$ cat config.mk
export PLATFORM = sky130hd
export DESIGN_NAME = xgmac_pause_ctrl
export DESIGN_NICKNAME = d
export VERILOG_FILES = /design/src/rtl/xgmac_pkg.sv /design/src/rtl/xgmac_sat_cnt16.sv /design/src/rtl/xgmac_pause_ctrl.sv
export SDC_FILE = /design/constraint.sdc
export NUM_CORES = 1
export LEC_CHECK = 0
export ABC_AREA = 1
export BUFFER_PORTS_ARGS = -buffer_cell sky130_fd_sc_hd__buf_2
export CAP_MARGIN = 40
export CORE_MARGIN = 2
export CORE_UTILIZATION = 50
export DETAILED_ROUTE_END_ITERATION = 12
export HOLD_SLACK_MARGIN = 0.1
export PLACE_DENSITY = 0.75
export SETUP_SLACK_MARGIN = 0.5
export SLEW_MARGIN = 10
export SYNTH_ARGS = -nofsm -noshare
export SYNTH_HDL_FRONTEND = slang
export SYNTH_SLANG_ARGS = --single-unit
$ cat constraint.sdc
create_clock -name clk -period 2.2 [get_ports clk]
set_input_delay 0.66 -clock clk [delete_from_list [all_inputs] [get_ports clk]]
set_output_delay 0.66 -clock clk [all_outputs]
set_load 0.03 [all_outputs]
$ cat src/rtl/xgmac_pkg.sv
// Purpose : shared constants and types for the 10G MAC pause/flow-control logic.
// Latency : n/a (types and constants only).
// Backpr. : n/a.
package xgmac_pkg;

  // pause_val carried by an XON (release) request: zero quanta
  localparam logic [15:0] PAUSE_XON_VAL = 16'h0000;

  // One pause quantum is 512 bit times = 8 clocks of a 64-bit datapath at 156.25 MHz
  localparam int unsigned CLK_PER_QUANTUM = 8;

  // What the link partner has last been told
  typedef enum logic {
    ST_XON  = 1'b0,
    ST_XOFF = 1'b1
  } pause_st_e;

endpackage

$ cat src/rtl/xgmac_sat_cnt16.sv
// Purpose : 16-bit event counter that sticks at 16'hFFFF instead of wrapping.
// Latency : count reflects an inc on the clock edge that samples it.
// Backpr. : none; inc is accepted every cycle.
// Ports   : clk, rst_n (async active-low), inc (count one event), cnt (current count).
module xgmac_sat_cnt16 (
  input  logic        clk,
  input  logic        rst_n,
  input  logic        inc,
  output logic [15:0] cnt
);

  always_ff @(posedge clk or negedge rst_n) begin
    if (!rst_n) begin
      cnt <= '0;
    end else if (inc && (cnt != 16'hFFFF)) begin
      cnt <= cnt + 16'd1;
    end
  end

endmodule

$ cat src/rtl/xgmac_pause_ctrl.sv
// Purpose : 802.3x PAUSE request generator (XOFF/XON hysteresis, XOFF refresh, min pulse gap).
// Latency : 2 clocks from fifo_level to pause_req (level register + decision register).
// Backpr. : none; requests arising inside the min gap are dropped, not queued.
// Ports   : clk, rst_n (async active-low), enable, fifo_level -> pause_req (1-cycle pulse),
//           pause_val (held between pulses), xoff_active, xoff_cnt / xon_cnt (saturating).
module xgmac_pause_ctrl
  import xgmac_pkg::*;
#(
  parameter int unsigned C_LEVEL_W      = 12,
  parameter int unsigned C_XOFF_THRESH  = 3072,
  parameter int unsigned C_XON_THRESH   = 1024,
  parameter logic [15:0] C_PAUSE_QUANTA = 16'hFFFF,
  parameter int unsigned C_TMR_W        = 20,
  parameter int unsigned C_REFRESH_CYC  = 262144,
  parameter int unsigned C_MIN_GAP      = 16
) (
  input  logic                 clk,
  input  logic                 rst_n,
  input  logic                 enable,
  input  logic [C_LEVEL_W-1:0] fifo_level,
  output logic                 pause_req,
  output logic [15:0]          pause_val,
  output logic                 xoff_active,
  output logic [15:0]          xoff_cnt,
  output logic [15:0]          xon_cnt
);

  localparam logic [C_LEVEL_W-1:0] XOFF_LVL = C_LEVEL_W'(C_XOFF_THRESH);
  localparam logic [C_LEVEL_W-1:0] XON_LVL  = C_LEVEL_W'(C_XON_THRESH);
  localparam int unsigned          GAP_W    = $clog2(C_MIN_GAP + 1);
  localparam logic [GAP_W-1:0]     GAP_LOAD = GAP_W'(C_MIN_GAP - 1);
  // Reload with one less than the period: the refresh decision is taken on the edge
  // after the timer reads zero, so pulses land exactly C_REFRESH_CYC clocks apart.
  localparam logic [C_TMR_W-1:0]   TMR_LOAD = C_TMR_W'(C_REFRESH_CYC - 1);

  logic [C_LEVEL_W-1:0] lvl_q;
  logic [GAP_W-1:0]     gap_q;
  logic [C_TMR_W-1:0]   tmr_q;
  pause_st_e            st_q, st_nxt;
  logic                 fire, fire_xoff;
  logic                 want_xoff, gap_zero, tmr_zero;

  assign xoff_active = (st_q == ST_XOFF);
  assign gap_zero    = (gap_q == '0);
  assign tmr_zero    = (tmr_q == '0);

  // Hysteresis: once paused, stay paused until the level drains to the XON mark
  assign want_xoff = enable & ((lvl_q >= XOFF_LVL) | (xoff_active & (lvl_q > XON_LVL)));

  always_comb begin
    st_nxt    = st_q;
    fire      = 1'b0;
    fire_xoff = 1'b0;
    case (st_q)
      ST_XON: begin
        if (want_xoff && gap_zero) begin
          fire      = 1'b1;
          fire_xoff = 1'b1;
          st_nxt    = ST_XOFF;
        end
      end
      ST_XOFF: begin
        // Release wins over a refresh that falls due on the same cycle
        if (!want_xoff && gap_zero) begin
          fire   = 1'b1;
          st_nxt = ST_XON;
        end else if (tmr_zero && gap_zero) begin
          fire      = 1'b1;
          fire_xoff = 1'b1;
        end
      end
      default: st_nxt = ST_XON;
    endcase
  end

  always_ff @(posedge clk or negedge rst_n) begin
    if (!rst_n) begin
      lvl_q     <= '0;
      st_q      <= ST_XON;
      gap_q     <= '0;
      tmr_q     <= '0;
      pause_req <= 1'b0;
      pause_val <= PAUSE_XON_VAL;
    end else begin
      lvl_q     <= fifo_level;
      st_q      <= st_nxt;
      pause_req <= fire;
      if (fire) begin
        pause_val <= fire_xoff ? C_PAUSE_QUANTA : PAUSE_XON_VAL;
      end
      if (fire) begin
        gap_q <= GAP_LOAD;
      end else if (!gap_zero) begin
        gap_q <= gap_q - GAP_W'(1);
      end
      if (fire && fire_xoff) begin
        tmr_q <= TMR_LOAD;
      end else if ((st_q == ST_XOFF) && !tmr_zero) begin
        tmr_q <= tmr_q - C_TMR_W'(1);
      end
    end
  end

  logic inc_xoff, inc_xon;
  assign inc_xoff = fire & fire_xoff;
  assign inc_xon  = fire & ~fire_xoff;

  xgmac_sat_cnt16 u_xoff_cnt (
    .clk   (clk),
    .rst_n (rst_n),
    .inc   (inc_xoff),
    .cnt   (xoff_cnt)
  );

  xgmac_sat_cnt16 u_xon_cnt (
    .clk   (clk),
    .rst_n (rst_n),
    .inc   (inc_xon),
    .cnt   (xon_cnt)
  );

endmodule

==> results of run 1 <==
-- per-stage QoR --
step	hold WS, ns	cells	area [um^2]
finish	0.299	741	5710
global route	0.376	741	5710
CTS	0.354	695	5000
detailed placement	0.509	661	4490
global placement	0.475	661	4490
floorplan	0.364	512	4190
-- cell type report --
class,count,share of cell area
repair inverters,1,0.00197
inverters,66,0.0486
repair buffers,130,0.183
clock buffers,13,0.0278
clock inverters,3,0.00307
multi-input cells,351,0.395
well taps,105,0.0230
flip-flops and latches,72,0.318
-- final timing paths --
check / end / slack (ns) / depth (start not counted)
min reg2reg: u_xon_cnt.cnt[14] / 0.52 / 1
max in group asynchronous: u_xon_cnt.cnt[0] / 1.53 / 2
max: u_xoff_cnt.cnt[3] / 0.33 / 11
min: u_xon_cnt.cnt[11] / 0.30 / 2
min in group clk: lvl_q[8] / 0.42 / 1
max reg2reg: u_xoff_cnt.cnt[3] / 0.33 / 11
-- report_power, final --
part	leakage (nW)	internal (mW)	switching, mW
logic	1.81	1.54	2.02
clock network	0.0894	0.468	0.487
registers	0.884	1.66	0.409
total	2.79	3.67	2.92
-- registers in the layout (all words and copies together) (netlist names), named ones only --
register,flops
tmr_q,20
u_xon_cnt.cnt,16
pause_req,1
gap_q,5
pause_val,1
u_xoff_cnt.cnt,16
lvl_q,12
-- cell families after synthesis --
group | after synthesis | synth area share
and+or+nand+nor | 283 | 0.322
adders and majority gates | 4 | 0.0122
DFF | 72 | 0.439
buffers and inverters | 90 | 0.108
xor gates and xnor gates | 30 | 0.0640
AOI/OAI and AO/OA | 33 | 0.0552
-- critical path, delay by kind of cell, from the launching register on --
| kind | cells | cell delay, ns |
|---|---|---|
| buf+inv | 3 | 0.26 |
| flops | 1 | 0.44 |
| simple gates | 8 | 1.06 |
-- routing by layer --
| layer | routed length, um | vias up | track usage | part of all wire |
|---|---|---|---|---|
| met1 | 4590 | 1962 | 0.297 | 0.39 |
| met2 | 5910 | 213 | 0.337 | 0.51 |
| met5 | 0 | - | 0 | 0 |
| li1 | - | 1855 | - | - |
| met4 | 410 | 0 | 0.0713 | 0.035 |
| met3 | 710 | 54 | 0.0367 | 0.061 |
-- layout by cell type (no fill, tap or decap), drive strengths merged --
master,synthesis,routed
a21boi,1,1
a21oi,3,3
a31oi,1,1
and2,1,1
buf,24,129
clkbuf,0,14
clkinv,0,4
clkinvlp,0,1
dfrtp,72,72
ha,4,4
inv,66,65
nand2,136,137
nand3,42,42
nand3b,6,6
nand4,17,17
nor2,68,68
nor3,8,8
nor3b,2,2
nor4,2,2
o211ai,10,10
o21ai,17,17
o21bai,1,1
or2,1,1
xnor2,11,11
xor2,19,19
-- repair_timing --
| action | in CTS | in global routing |
|---|---|---|
| cloned | 0 | 2 |
| gates resized for setup | 54 | 114 |
| buffers inserted | 18 | 44 |
| endpoints found under the setup margin | 74 | 75 |
| hold endpoints to repair | 0 | 0 |
| pin swaps | 13 | 35 |
==> flow_metrics.env, run 1 <==
export IMPL_outcome="finished, final reports clean"
export IMPL_rsz0062_at_grt="true"
export IMPL_synth_cells=512
export IMPL_grt_pass1_wl_mm=15.1
export IMPL_cpPeakStageDelay_ns=0.44
export IMPL_ys_ff_latch=72
export IMPL_critPathRequiredTime_ns=2.44
export IMPL_hold_viol_final=0
export IMPL_layout_nets=650
export IMPL_routed_wl_mm=11.6
export IMPL_vdd_ir_drop_max_v=0.000612
export IMPL_max_slew_margin=0.670
export IMPL_crit_arrival_ns=2.11
export IMPL_startpoint="tmr_q[6]"
export IMPL_grt_max_degree=73
export IMPL_nFillCells=579
export IMPL_clkTransAtPathRegs_ns=0.08
export IMPL_clockBufferDepth=2
export IMPL_crit_fanout=5
export IMPL_fin_ws_ns=0.330
export IMPL_synth_distinct_cells=35
export IMPL_yosysTopAreaCellShare=0.439
export IMPL_path_cells="nor2_1 -> nand2_2 -> nor2_4 -> nand3b_4 -> nand2_4 -> inv_2 -> nor2_8 -> buf_6 -> nand4_1 -> nand2_1 -> inv_1"
export IMPL_grt_pass1_vias=3277
export IMPL_postLayoutCoreUtil=0.706
export IMPL_drtIter0Drc=261
export IMPL_drc=0
export IMPL_cts_inserted_buffers=9
export IMPL_ys_async_sr_fraction=1.00
export IMPL_yosysTopAreaCell="dfrtp_1"
export IMPL_dp_worst_setup_slack_ns=0.220
export IMPL_netlist_top_cells_area="dfrtp_1 44%, nand2_1 12%, nor2_1 5.7%"
export IMPL_antenna_left=0
export IMPL_p_leak_nw=2.79
export IMPL_start_kind="flip-flop"
export IMPL_report_final_slew_viol_count=0
export IMPL_ys_warnings_count=0
export IMPL_grt_util_all_layers=0.213
export IMPL_multi_input_area_um2=2250
export IMPL_seq_area_frac_synth=0.439
export IMPL_total_power_mw=6.59
export IMPL_cts_hold_buf=0
export IMPL_htreeDepth=3
export IMPL_synthFlopType="dfrtp_1"
export IMPL_clock_root_buffer="clkbuf_8"
export IMPL_cts_sink_count=72
export IMPL_clock_fmax_mhz=535
export IMPL_rows=33
export IMPL_setup_tns_ns=0
export IMPL_yosysMostFrequentCell="nand2_1"
export IMPL_avgViaCountPerCell=5.51
export IMPL_vias=4084
export IMPL_die_area_um2=8950
export IMPL_netlist_area_um2=4110
export IMPL_synth_edf_count=0
export IMPL_cpMaxStageDelayCell="dfrtp_1"
export IMPL_avgSynthCellArea_um2=8.02
export IMPL_port_buffers=64
export IMPL_die_w_um=94.6
export IMPL_layout_drive_gt1_share=0.407
export IMPL_die_y_um=94.6
export IMPL_crit_type="reg -> reg"
export IMPL_worstHoldPathType="in -> async"
export IMPL_clock_skew_ns=0.0122
export IMPL_num_io_pins=65
export IMPL_p_per_area_nw_per_um2=1150
export IMPL_area_growth_pct=39.1
export IMPL_start_util=0.507
export IMPL_dp_hpwl_mm=6.07
export IMPL_diodes=0
export IMPL_regArea_um2=1820
export IMPL_reg2reg_from="tmr_q[6]"
export IMPL_wl_per_cell_um=15.7
export IMPL_clk_latency_ns=0.35
export IMPL_maxCapViolCount=0
export IMPL_place_congestion=0.866
export IMPL_synth_fp_nets=531
export IMPL_firstDrtPassIters=5
export IMPL_core_area_um2=8090
export IMPL_synth_top_cells_by_count="126 x nand2_1, 72 x dfrtp_1, 62 x nor2_1"
export IMPL_cp_end_kind="flip-flop"
export IMPL_fin_crit_ns=1.87
export IMPL_cts_tree="done"
export IMPL_tightestPinTransition_ns=0.494
export IMPL_setup_viol=0
export IMPL_fin_crit_sh=0.850
export IMPL_overflow=0
export IMPL_antenna_found_initial=0
Power figures use the tool's default switching activity.
==> run 2, diff against run 1 <==
clock period = 1.75 ns   (was 2.2 ns; I/O delays follow)
==> run 2 against run 1 <==
Net effect:
- the run now ends with setup timing left
- non-clock buffer count increased by 41
- clock-buffer cell count decreased by 1
- first-iteration DRC count increased by 54%
- core utilization increased by 6.7 points
- routed wire length increased by 15%
- sequential share of layout area decreased by 2.6 points
- die area unchanged
- clock skew increased by 0.0078 ns
- maximum frequency increased by 1.0%
- via count increased by 6.8%
- combinational power increased by 40%
- clock power increased by 32%
- critical path type unchanged
- largest cell class unchanged
==> flow_metrics.env, run 2 (same netlist as run 1, synthesis figures left out) <==
export IMPL_clkTransAtPathRegs_ns=0.10
export IMPL_switching_share=0.440
export IMPL_report_final_slew_viol_count=0
export IMPL_crit_fanout=10
export IMPL_hold_viol_final=0
export IMPL_firstDrtPassIters=5
export IMPL_core_area_um2=8090
export IMPL_crit_type="reg -> reg"
export IMPL_critPathRequiredTime_ns=2.02
export IMPL_fin_ws_ns=-0.101
export IMPL_layout_drive_gt1_share=0.454
export IMPL_tightestPinTransition_ns=0.408
export IMPL_place_congestion=0.908
export IMPL_layout_nets=690
export IMPL_r2r_slack_ns=-0.10
export IMPL_total_power_mw=8.77
export IMPL_antenna_left=0
export IMPL_antenna_found_initial=0
export IMPL_die_area_um2=8950
export IMPL_clock_fmax_mhz=540
export IMPL_drtIter0Drc=403
export IMPL_p_leak_nw=3.03
export IMPL_die_y_um=94.6
export IMPL_p_int_mw=4.91
export IMPL_maxCapViolCount=0
export IMPL_max_slew_margin=0.728
export IMPL_routed_wl_mm=13.3
export IMPL_cp_end_kind="flip-flop"
export IMPL_start_kind="flip-flop"
export IMPL_path_cells="inv_2 -> ha_4 -> nand2_4 -> nor2_4 -> nand2_4 -> inv_4 -> nand4_4 -> nor2_8 -> buf_12 -> nand4_1 -> nand2_1 -> inv_1"
export IMPL_seq_power_share=0.290
export IMPL_fin_crit_ns=1.85
export IMPL_post_layout_nonfiller_instances=781
export IMPL_p_per_area_nw_per_um2=1400
export IMPL_diodes=0
export IMPL_path_delay_family="simple AND/OR/NAND/NOR gates"
export IMPL_regMostFlops="tmr_q"
export IMPL_rows=33
export IMPL_avgViaCountPerCell=5.59
export IMPL_r2r_end="u_xoff_cnt.cnt[3]"
export IMPL_num_io_pins=65
export IMPL_area_growth_pct=52.3
export IMPL_grt_util_all_layers=0.265
export IMPL_dp_hpwl_mm=6.49
export IMPL_cts_tree="done"
export IMPL_reg_top3="tmr_q x20, u_xoff_cnt.cnt x16, u_xon_cnt.cnt x16"
export IMPL_pwr_share_clk=0.143
export IMPL_wl_per_cell_um=17.1
export IMPL_clockBufferDepth=2
export IMPL_start_util=0.507
export IMPL_violations="setup timing"
export IMPL_fin_crit_sh=1.06
export IMPL_vdd_ir_drop_max_v=0.000784
export IMPL_grt_pass1_vias=3965
export IMPL_cpMostUsedCell="nand2_4"
export IMPL_clk_latency_ns=0.38
export IMPL_r2r_cells=12
export IMPL_grt_pass1_wl_mm=18.5
export IMPL_cpPeakStageDelay_ns=0.42
export IMPL_startpoint="gap_q[0]"
export IMPL_reg2reg_from="gap_q[0]"
export IMPL_switchingPower_mw=3.86
export IMPL_outcome="finished with violations"
export IMPL_setup_viol=43
export IMPL_port_buffers=64
export IMPL_drc=0
export IMPL_overflow=0
export IMPL_cp_num_buf_inv=4
export IMPL_htreeDepth=3
export IMPL_largest_reg_flops=20
export IMPL_mostFrequentLayoutCells="100 x nand2_1, 90 x buf_4, 55 x dfrtp_1, 55 x buf_6, 52 x inv_1"
export IMPL_grt_max_degree=73
export IMPL_place_inst=692
export IMPL_postLayoutCoreUtil=0.772
export IMPL_clock_root_buffer="clkbuf_8"
export IMPL_power_frac_comb=0.567
export IMPL_vias=4363
export IMPL_cpMaxStageDelayCell="dfrtp_1"
export IMPL_cts_sink_count=72
export IMPL_die_w_um=94.6
export IMPL_worstHoldPathType="in -> async"
export IMPL_final_common_cell="nand2_1"
export IMPL_clock_skew_ns=0.0200
export IMPL_rsz0062_at_grt="true"
export IMPL_cts_inserted_buffers=9
export IMPL_crit_arrival_ns=2.12
run 2: repair_timing:
| item | CTS | global route |
|---|---|---|
| resized for setup | 121 | 93 |
| cloned | 1 | 1 |
| setup endpoints to repair | 109 | 109 |
| hold buffers | 0 | 0 |
| setup buffers | 49 | 22 |
| pin swaps | 14 | 19 |
run 2: layer usage:
layer	vias up	global-route usage	wire [um]
li1	1943	-	-
met1	2078	0.323	5090
met3	65	0.0543	922
met2	277	0.462	6850
met4	0	0.0978	483
met5	-	0	0
run 2: how the worst max path moves through the flow:
stage / cells past startpoint / slack (ns) / endpoint
2_1_floorplan: 9 / 0.02 / u_xoff_cnt.cnt[1]
3_3_place_gp: 13 / 0.03 / u_xon_cnt.cnt[2]
3_5_place_dp: 11 / -0.04 / tmr_q[2]
4_1_cts: 12 / 0.03 / u_xoff_cnt.cnt[15]
5_1_grt: 12 / -0.19 / u_xoff_cnt.cnt[11]
6_report: 12 / -0.10 / u_xoff_cnt.cnt[3]
run 2: area by class of cell:
| cell class | instances | area, um^2 |
|---|---|---|
| Fill cell | 482 | 1840 |
| Timing Repair Buffer | 171 | 1580 |
| Timing Repair inverter | 1 | 16.3 |
| Clock inverter | 4 | 28.8 |
| Multi-Input combinational cell | 350 | 2250 |
| Sequential cell | 72 | 1830 |
| Clock buffer | 12 | 145 |
| Tap cell | 105 | 131 |
| Inverter | 66 | 275 |
run 2: metrics by stage:
step           TNS [ns]  hold slack (ns)  setup WS, ns  instance area [um^2]
6_report          -2.04            0.152        -0.101                  6250
3_3_place_gp          0            0.479        0.0316                  4820
2_1_floorplan         0            0.229        0.0181                  4340
4_1_cts               0            0.196        0.0350                  5760
3_5_place_dp     -0.157            0.483       -0.0418                  4820
5_1_grt           -6.65            0.198        -0.195                  6250
run 2: power groups by stage:
stage | logic [mW] | clock network [mW] | registers, mW
after global routing | 5.29 | 1.33 | 2.58
after global placement | 3.23 | 0 | 2.49
after floorplan | 2.31 | 0 | 2.84
after CTS | 4.08 | 1.23 | 2.46
final | 4.97 | 1.26 | 2.54
after detailed placement | 3.33 | 0 | 2.51
